===== src/rtl/btc_dec_types_pkg.sv =====
// Shared types for the BTC component decoder datapath.
//   strb_t : per-sample framing strobes (start/end of frame, start/end of line).
//            Field order is fixed, so a 4-bit literal {sof,sop,eop,eof} maps directly onto it.
package btc_dec_types;

    typedef struct packed {
        logic sof;
        logic sop;
        logic eop;
        logic eof;
    } strb_t;

endpackage


===== src/rtl/btc_dec_comp_code_deser.sv =====
// Row-mode deserializer for one component decoder.
// It packs pDEC_NUM serial samples into one line and parks the finished line
// in a hold register until the output arbiter grants it.
// Ports:
//   iclk, ireset (async, active-low), iclkena : clock, reset, clock enable
//   iclear      : drop all in-flight state (used for col mode and on mode change)
//   ival/istrb/ihd/iLextr : one serial sample
//   igrant      : arbiter takes the hold register this cycle
//   opend       : hold register contains a line that has not been emitted yet
//   ohold_*     : held line (hard decisions, extrinsics, fill mask, OR of strobes)
//   ocoll       : a new line overwrites a pending line that is not being emitted
module btc_dec_comp_code_deser
    import btc_dec_types::*;
#(
    parameter int pEXTR_W  = 5,
    parameter int pDEC_NUM = 8
) (
    input  logic                       iclk,
    input  logic                       ireset,
    input  logic                       iclkena,
    input  logic                       iclear,
    input  logic                       ival,
    input  strb_t                      istrb,
    input  logic                       ihd,
    input  logic signed [pEXTR_W-1:0]  iLextr,
    input  logic                       igrant,
    output logic                       opend,
    output logic [pDEC_NUM-1:0]        ohold_hd,
    output logic signed [pEXTR_W-1:0]  ohold_Lextr [pDEC_NUM],
    output logic [pDEC_NUM-1:0]        ohold_fill,
    output strb_t                      ohold_strb,
    output logic                       ocoll
);

    localparam int cCNT_W = $clog2(pDEC_NUM);

    logic [cCNT_W-1:0]          cnt;
    logic [pDEC_NUM-1:0]        line_hd;
    logic signed [pEXTR_W-1:0]  line_lextr [pDEC_NUM];
    logic [pDEC_NUM-1:0]        fill;
    strb_t                      acc;

    logic                       wr;
    logic                       last;
    logic [cCNT_W-1:0]          slot;
    logic [pDEC_NUM-1:0]        hd_n;
    logic signed [pEXTR_W-1:0]  lextr_n [pDEC_NUM];
    logic [pDEC_NUM-1:0]        fill_n;
    strb_t                      acc_n;

    // Next line contents including the current sample. A sop restarts the
    // line, so anything collected before it is discarded.
    always_comb begin
        wr     = ival & ~iclear;
        slot   = istrb.sop ? '0 : cnt;
        last   = wr & ((slot == cCNT_W'(pDEC_NUM - 1)) | istrb.eop);
        hd_n   = istrb.sop ? '0 : line_hd;
        fill_n = istrb.sop ? '0 : fill;
        acc_n  = istrb.sop ? '0 : acc;
        for (int i = 0; i < pDEC_NUM; i++) begin
            lextr_n[i] = istrb.sop ? '0 : line_lextr[i];
        end
        hd_n[slot]    = ihd;
        lextr_n[slot] = iLextr;
        fill_n[slot]  = 1'b1;
        acc_n         = acc_n | istrb;
        ocoll         = last & opend & ~igrant;
    end

    always_ff @(posedge iclk or negedge ireset) begin
        if (!ireset) begin
            cnt        <= '0;
            line_hd    <= '0;
            fill       <= '0;
            acc        <= '0;
            opend      <= 1'b0;
            ohold_hd   <= '0;
            ohold_fill <= '0;
            ohold_strb <= '0;
            for (int i = 0; i < pDEC_NUM; i++) begin
                line_lextr[i]  <= '0;
                ohold_Lextr[i] <= '0;
            end
        end else if (iclkena) begin
            if (iclear) begin
                cnt   <= '0;
                fill  <= '0;
                acc   <= '0;
                opend <= 1'b0;
            end else if (last) begin
                // Unfilled slots are masked so stale buffer data never leaves.
                ohold_hd   <= hd_n & fill_n;
                ohold_fill <= fill_n;
                ohold_strb <= acc_n;
                for (int i = 0; i < pDEC_NUM; i++) begin
                    ohold_Lextr[i] <= fill_n[i] ? lextr_n[i] : '0;
                end
                opend <= 1'b1;
                cnt   <= '0;
                fill  <= '0;
                acc   <= '0;
            end else begin
                if (igrant) begin
                    opend <= 1'b0;
                end
                if (wr) begin
                    line_hd    <= hd_n;
                    line_lextr <= lextr_n;
                    fill       <= fill_n;
                    acc        <= acc_n;
                    cnt        <= slot + 1'b1;
                end
            end
        end
    end

endmodule


===== src/rtl/btc_dec_comp_code_sink.sv =====
// Output side of the component decoders: turns per-decoder hard decisions
// and extrinsics back into line words for the extrinsic/HD memory writer.
//   col mode : registered pass-through of the co-indexed decoder outputs
//   row mode : one deserializer per decoder plus a lowest-index-first arbiter
//              that emits at most one line per cycle
// Ports:
//   iclk, ireset (async, active-low), iclkena, irow_mode
//   ival/istrb/ihd/iLextr : per-decoder samples
//   oval/ovec/ostrb/ohd/oLextr : line word, its slot-valid mask and strobes
//   oerr : sticky, set when a pending line is overwritten before emission
module btc_dec_comp_code_sink
    import btc_dec_types::*;
#(
    parameter int pEXTR_W  = 5,
    parameter int pDEC_NUM = 8
) (
    input  logic                       iclk,
    input  logic                       ireset,
    input  logic                       iclkena,
    input  logic                       irow_mode,
    input  logic [pDEC_NUM-1:0]        ival,
    input  strb_t [pDEC_NUM-1:0]       istrb,
    input  logic [pDEC_NUM-1:0]        ihd,
    input  logic signed [pEXTR_W-1:0]  iLextr [pDEC_NUM],
    output logic                       oval,
    output logic [pDEC_NUM-1:0]        ovec,
    output strb_t                      ostrb,
    output logic [pDEC_NUM-1:0]        ohd,
    output logic signed [pEXTR_W-1:0]  oLextr [pDEC_NUM],
    output logic                       oerr
);

    localparam int cIDX_W = $clog2(pDEC_NUM);

    logic                       mode_r;
    logic                       mode_chg;
    logic                       row_act;
    logic [pDEC_NUM-1:0]        pend;
    logic [pDEC_NUM-1:0]        grant;
    logic [pDEC_NUM-1:0]        coll;
    logic [cIDX_W-1:0]          gsel;
    logic                       gany;
    strb_t                      col_strb;
    logic [pDEC_NUM-1:0]        hold_hd    [pDEC_NUM];
    logic signed [pEXTR_W-1:0]  hold_lextr [pDEC_NUM][pDEC_NUM];
    logic [pDEC_NUM-1:0]        hold_fill  [pDEC_NUM];
    strb_t                      hold_strb  [pDEC_NUM];

    // A mode flip flushes every deserializer on the same edge it is seen.
    assign mode_chg = irow_mode ^ mode_r;
    assign row_act  = irow_mode & ~mode_chg;

    // Priority pick: scanning downwards leaves the lowest pending index.
    always_comb begin
        gsel  = '0;
        gany  = 1'b0;
        grant = '0;
        for (int g = pDEC_NUM - 1; g >= 0; g--) begin
            if (pend[g]) begin
                gsel = cIDX_W'(g);
                gany = 1'b1;
            end
        end
        if (row_act && gany) begin
            grant[gsel] = 1'b1;
        end
    end

    always_comb begin
        col_strb = '0;
        for (int g = pDEC_NUM - 1; g >= 0; g--) begin
            if (ival[g]) begin
                col_strb = istrb[g];
            end
        end
    end

    for (genvar g = 0; g < pDEC_NUM; g++) begin : g_deser
        btc_dec_comp_code_deser #(
            .pEXTR_W  (pEXTR_W),
            .pDEC_NUM (pDEC_NUM)
        ) u_deser (
            .iclk        (iclk),
            .ireset      (ireset),
            .iclkena     (iclkena),
            .iclear      (~row_act),
            .ival        (ival[g]),
            .istrb       (istrb[g]),
            .ihd         (ihd[g]),
            .iLextr      (iLextr[g]),
            .igrant      (grant[g]),
            .opend       (pend[g]),
            .ohold_hd    (hold_hd[g]),
            .ohold_Lextr (hold_lextr[g]),
            .ohold_fill  (hold_fill[g]),
            .ohold_strb  (hold_strb[g]),
            .ocoll       (coll[g])
        );
    end

    always_ff @(posedge iclk or negedge ireset) begin
        if (!ireset) begin
            mode_r <= 1'b0;
            oerr   <= 1'b0;
            oval   <= 1'b0;
            ovec   <= '0;
            ostrb  <= '0;
            ohd    <= '0;
            for (int i = 0; i < pDEC_NUM; i++) begin
                oLextr[i] <= '0;
            end
        end else if (iclkena) begin
            mode_r <= irow_mode;
            if (|coll) begin
                oerr <= 1'b1;
            end
            if (!irow_mode) begin
                oval  <= |ival;
                ovec  <= ival;
                ostrb <= col_strb;
                ohd   <= ival & ihd;
                for (int i = 0; i < pDEC_NUM; i++) begin
                    oLextr[i] <= ival[i] ? iLextr[i] : '0;
                end
            end else if (row_act && gany) begin
                oval   <= 1'b1;
                ovec   <= hold_fill[gsel];
                ostrb  <= hold_strb[gsel];
                ohd    <= hold_hd[gsel];
                oLextr <= hold_lextr[gsel];
            end else begin
                oval  <= 1'b0;
                ovec  <= '0;
                ostrb <= '0;
                ohd   <= '0;
                for (int i = 0; i < pDEC_NUM; i++) begin
                    oLextr[i] <= '0;
                end
            end
        end
    end

endmodule


===== config.mk =====
export PLATFORM = sky130hd
export DESIGN_NAME = btc_dec_comp_code_sink
export DESIGN_NICKNAME = d
export VERILOG_FILES = /design/src/rtl/btc_dec_types_pkg.sv /design/src/rtl/btc_dec_comp_code_deser.sv /design/src/rtl/btc_dec_comp_code_sink.sv
export SDC_FILE = /design/constraint.sdc
export NUM_CORES = 2
export LEC_CHECK = 0
export CORE_ASPECT_RATIO = 0.7
export CORE_MARGIN = 3
export CORE_UTILIZATION = 50
export DETAILED_ROUTE_END_ITERATION = 8
export PLACE_DENSITY = 0.74
export SYNTH_ARGS = -nofsm -noshare
export SYNTH_HDL_FRONTEND = slang
export SYNTH_SLANG_ARGS = --single-unit

===== constraint.sdc =====
create_clock -name iclk -period 3 [get_ports iclk]
set_clock_uncertainty 0.1 [all_clocks]
set_input_delay 0.6 -clock iclk [delete_from_list [all_inputs] [get_ports iclk]]
set_output_delay 0.6 -clock iclk [all_outputs]
set_load 0.03 [all_outputs]

# Word-level counts from Yosys, hierarchy flattened
# Cells that the tools add are included.
# totals
romBits	0
in_bits	92
elab_cells	831
output_inout_bits	62
memories	0
regBits	1055
ram_bits	0
latchBits	0
# op_classes
eq_ne	24
addsub	8
div	0
n_shift	0
multipliers	0
reduce_logical	53
magnitude_cmp	35
n_bitwise	93
mux	361
# ops
op	count
$mux 5	144
$mux 8	49
$bwmux 40	8
$mux 4	44
$mux 40	4
$bmux 40 s3	1
$demux 5 s3	8
$mux 3	40
$and 8x8->8	9
$bwmux 8	8
$or 8x8->8	8
$bmux 8 s3	2
$ne 3x1->1 const B	16
$mux 1	43
$ge 4x4->1 const B	9
$lt 3x4->1 const B	9
$not 3->4	9
$reduce_and 2->1	17
$and 1x1->1	33
$lt 4x1->1 const B	8
$or 4x4->4	8
$reduce_and 4->1	8
$demux 1 s3	9
$ge 3x1->1 const B	9
other kinds (9)	71

# Logic depth before layout (Yosys ltp)
# depth
word_depth	17
depth_mapped	13
depth_no_buf	11

# Cells and area by module
# Synthesis repeated with hierarchy kept, for this count alone.
# hier_totals
cells_unflattened	4839
hier_area_um2	52226.3
# by_module_without_submodules
mod	cells_per_inst	n_inst	seq_area_each_um2	area_each_um2
btc_dec_comp_code_deser (g_deser[1].u_deser ...)	490	4	3103.0	5806.8
btc_dec_comp_code_sink	899	1	1576.5	5973.2
btc_dec_comp_code_deser (g_deser[6].u_deser)	496	1	3103.0	5796.8
btc_dec_comp_code_deser (g_deser[5].u_deser)	494	1	3103.0	5779.3
btc_dec_comp_code_deser (g_deser[0].u_deser)	499	1	3103.0	5736.8
btc_dec_comp_code_deser (g_deser[7].u_deser)	491	1	3103.0	5713.0

# Worst setup path before layout
# Ideal clock, no wire load.
# synth_path
kind	input port to flip-flop
startpoint	input istrb[6] in the netlist's numbering
endpoint	register g_deser[1].u_deser.line_hd[6]
t_required_ns	2.779
cell_stages	12
slack_ns	0.400
arrival_ns	2.379
setup_ns	0.121
path_cell_list	buf_4 inv_4 nand2_1 inv_1 ha_1 ha_1 nor2_1 and3_1 clkbuf_1 buf_2 o21ai_1 a22o_1
# synth_between
elab_chain_cells	6
# synth_lines
item	line	rtl
from (decl)	btc_dec_comp_code_sink.sv:22	input strb_t [pDEC_NUM-1:0] istrb,
$mux 3	btc_dec_comp_code_deser.sv:55	slot = istrb.sop ? '0 : cnt;
$lt 3x4->1 (not written as such), or another cell as far along	btc_dec_comp_code_deser.sv:63	hd_n[slot] = ihd;
$logic_and 1x1->1 (not written as such) or $or 1x1->1 (tied branches)	btc_dec_comp_code_deser.sv:63, btc_dec_comp_code_deser.sv:56	
$mux 1 (not written as such) or $and 1x1->1 (tied branches)	btc_dec_comp_code_deser.sv:63, btc_dec_comp_code_deser.sv:56	
$demux 1 s3 or $not 1->1 (tied branches)	-	
$bwmux 8 or $reduce_and 4->1 (tied branches)	-	
to (signal assigned)	btc_dec_comp_code_deser.sv:107	line_hd <= hd_n;
to (decl)	btc_dec_comp_code_deser.sv:38	logic [pDEC_NUM-1:0] line_hd;
# Several ways; a longest one is shown, not always the timed one.
# A chain may end at the register's enable or synchronous reset.

# Worst setup path after layout
# layout_path
startpoint	register oerr
endpoint	output oerr
# layout_lines
item	line	rtl
from (decl)	btc_dec_comp_code_sink.sv:30	output logic oerr
from (signal assigned)	btc_dec_comp_code_sink.sv:104	oerr <= 1'b0;
from (signal assigned)	btc_dec_comp_code_sink.sv:115	oerr <= 1'b1;
# No word-level cell between the ends.

==> run metrics <==
sink count of the clock tree=1055; initial antenna violation count=7; worst-case vdd ir drop=0.554 mV; die area=roughly 0.10 sq mm; Critical Path Start Type=register; post-synthesis average cell area=9.54 sq um; number of CTS-inserted buffers=97; detailed-route via count=approximately 43000; Syn Inst Count=a little over 5000; initial core utilization=0.509; type of the tightest min-delay check=in2async; Slew Limit Fails=0; Hold-fix buffers, CTS=1; vias per cell=around 6.5; total setup buffers inserted after CTS=0; core box area=approximately 0.095 sq mm; total congestion overflow after global routing=0; slew at the pin closest to its max-slew limit=around 1.0 ns; Setup Viol. Count Final=0; met1 global-route usage=0.495; final critical delay including setup and external delays=~2.8 ns; endpoint of the worst register-to-register path=oLextr[29]; IO Count=between 150 and 200; GRT met2 Usage=0.450; async set-or-reset flop fraction in the synthesized netlist=1.00; DRC viols=0; routability congestion estimate=1.04; clock-pin slew reported for the worst setup and hold paths after clock tree synthesis=0.07 ns; Pleak=approximately 26 nW; share of the synthesized area in the top cell type=0.547; count of flip-flops with a built-in enable after synthesis=0; most congested layer reported by global routing=met1; largest area contributor in the netlist=dfrtp_1; top post-synthesis cells by area=dfrtp_1 (55%), a22o_1 (6.4%), nor2_1 (4.5%); global-route wire length before repair=~260000 um; area grow syn2layout=18.3%; path length in cells of the critical path=1; Max Clock Freq=roughly 0.35 GHz; first-pass iteration count of the detailed router=6; Yosys cell types=63; Setup TNS Final=0 ns; num rows=94; synthesis warning total=0; HPWL after detailed placement=127000 um; cell area after technology mapping=just under 0.05 sq mm; final hold violation count=0; Critical R2R Launch=g_deser[3].u_deser.opend; number of global-route vias before repair=between 40000 and 50000; final standard cell count with taps included and fillers excluded=around 6700; Synthesized Nets=around 5200; R2R setup slack=between 0.2 and 0.3 ns; status=completed; Port-buffer cells=153; WP data arrival=between 2 and 2.5 ns; depth of the most critical reg-to-reg path=8; cell with the biggest individual delay on the critical path=clkdlybuf4s50_1; unrepaired setup endpoints after global routing=no; count of instances resized after the clock tree is built=0; CP max FO=4; post-synthesis sequential element count=approximately 1100; Post-Route Hold Slack=roughly 0.34 ns; floorplan die width=approximately 380 um; number of DRC markers in iteration 0=slightly above 6000; overall power of the completed layout=37.0 mW; kind of cell adding the most delay to the critical path=buffers and inverters; H-tree levels=3; most instantiated flip-flop cell in the synthesis netlist=dfrtp_1; kind of end point of the critical path=output pin; sequential-to-total area share from yosys stat=0.547; Worst-Skew Late Latency=~0.71 ns; worst slew slack as a fraction of its limit=0.301; CP required=2.30 ns; buffers from clock root to sink, at most=3; worst path cell trace=clkdlybuf4s50_1; detailed-route wire length per cell=approximately 26 um; source of the critical timing path=oerr; crit path to=oerr; critical path's largest stage delay=just under 0.8 ns; total track usage=0.349; start-to-end type of the worst setup path=reg2out; power density over cell area=between 600 and 700 mW/mm^2; Filler Cells Inserted=roughly 8000; layout cells sized above 1=0.145; CTS tree=done; Worst Path Buf+Inv=1; clock tree root driver cell=clkbuf_16; Post-Route Utilization=0.602; maximum number of pins on one net before global-route repair=roughly 120; net count of the finished layout=about 5500; number of placed instances, taps included=6530; maxcap violations=0; vertical die dimension=approximately 270 um; met3 track utilization from global routing=0.193; wirelength, routed=roughly 180000 um; fraction of the cycle the final worst path needs=0.948; number of antenna-violating nets in the routed design=0
==> cell usage after synthesis, types with 16 or more instances <==
| cell | count |
|---|---|
| clkbuf_1 | 274 |
| o21ai_1 | 98 |
| a22oi_1 | 51 |
| nor2_1 | 582 |
| a21oi_1 | 414 |
| o21ai_0 | 161 |
| nor3b_1 | 22 |
| buf_1 | 38 |
| o22ai_1 | 219 |
| mux2_2 | 44 |
| nor2b_1 | 82 |
| dfrtp_1 | 1055 |
| nand2_1 | 508 |
| a22o_1 | 351 |
| a31oi_1 | 284 |
| and3_1 | 112 |
| nand3_1 | 300 |
| buf_2 | 107 |
| ha_1 | 16 |
| nor3_1 | 21 |
| inv_1 | 20 |
| a21o_1 | 63 |
| or3_1 | 25 |
==> area by class of cell <==
cell class | instances | area (sq um) | share of cell area
Antenna cell | 5 | 12.5 | 0.000219
Clock buffer | 137 | 2800 | 0.0490
Clock inverter | 22 | 209 | 0.00366
Inverter | 34 | 130 | 0.00228
Multi-Input combinational cell | 3529 | 19900 | 0.349
Sequential cell | 1055 | 26400 | 0.463
Tap cell | 1248 | 1560 | 0.0274
Timing Repair Buffer | 665 | 6040 | 0.106
==> where the power goes <==
part	leakage [nW]	switching (mW)	internal, mW
combinational	10.4	4.57	2.73
sequential	13.7	1.46	16.0
clock	1.49	5.54	6.70
==> per-stage QoR <==
step                setup slack [ns]  area (sq um)
floorplan                      0.400         48300
global placement              -0.104         54000
detailed placement           -0.0873         54000
CTS                            0.221         57100
global route                   0.150         57100
finish                         0.155         57100
==> logic make-up (layout without fill, tap and decap cells) <==
| kind of cell | Yosys count | after routing | synth area share |
|---|---|---|---|
| buffers and inverters | 475 | 858 | 0.0421 |
| muxes | 60 | 60 | 0.0137 |
| adders and majority gates | 16 | 16 | 0.00415 |
| DFF | 1055 | 1055 | 0.547 |
| AOI/OAI and AO/OA | 1701 | 1701 | 0.227 |
| and+or+nand+nor | 1752 | 1752 | 0.166 |
| other | 0 | 5 | 0 |
==> layer usage <==
metal | routed length, um | part of all wire | vias up
met3 | 31200 | 0.18 | 359
met5 | 226 | 0.0013 | -
met4 | 5630 | 0.032 | 8
met2 | 68400 | 0.39 | 2779
met1 | 71800 | 0.41 | 21418
li1 | - | - | 18896
==> placed cells by master (no fill, tap or decap), drive strengths merged, types with 25 or more instances in the layout <==
master         Yosys  routed
buf              167     513
clkdlybuf4s50      0     151
a22o             351     351
a21oi            414     414
and3             112     112
a21o              63      63
dfrtp           1055    1055
a22oi             51      51
clkbuf           274     137
nor2             600     600
or3               25      25
nand2            519     519
nand3            305     305
a31oi            284     284
o21ai            268     268
o22ai            219     219
nor3              35      35
inv               34      36
nor2b             82      82
mux2              50      50
==> flip-flops by register name (all words and copies together) (netlist names), 4 cells and up <==
name                         cells
g_deser.u_deser.ohold_strb      32
g_deser.u_deser.cnt             24
g_deser.u_deser.ohold_fill      64
g_deser.u_deser.acc             32
g_deser.u_deser.line_lextr     320
g_deser.u_deser.fill            64
ostrb                            4
ohd                              8
g_deser.u_deser.line_hd         64
ovec                             8
g_deser.u_deser.ohold_hd        64
g_deser.u_deser.ohold_Lextr    320
g_deser.u_deser.opend            8
oLextr                          40
==> how the worst min path moves through the flow <==
stage               slack (ns)                  startpoint  cells past startpoint                                to
floorplan                 0.20                      ireset                      0         g_deser[0].u_deser.acc[0]
global placement          0.35  g_deser[6].u_deser.fill[2]                      1        g_deser[6].u_deser.fill[2]
detailed placement        0.35  g_deser[1].u_deser.fill[0]                      2        g_deser[1].u_deser.fill[0]
CTS                       0.31                      ireset                      2  g_deser[4].u_deser.ohold_strb[2]
global route              0.33                      ireset                      2  g_deser[4].u_deser.ohold_strb[2]
finish                    0.34                      ireset                      2  g_deser[4].u_deser.ohold_strb[2]
Power figures use the tool's default switching activity.
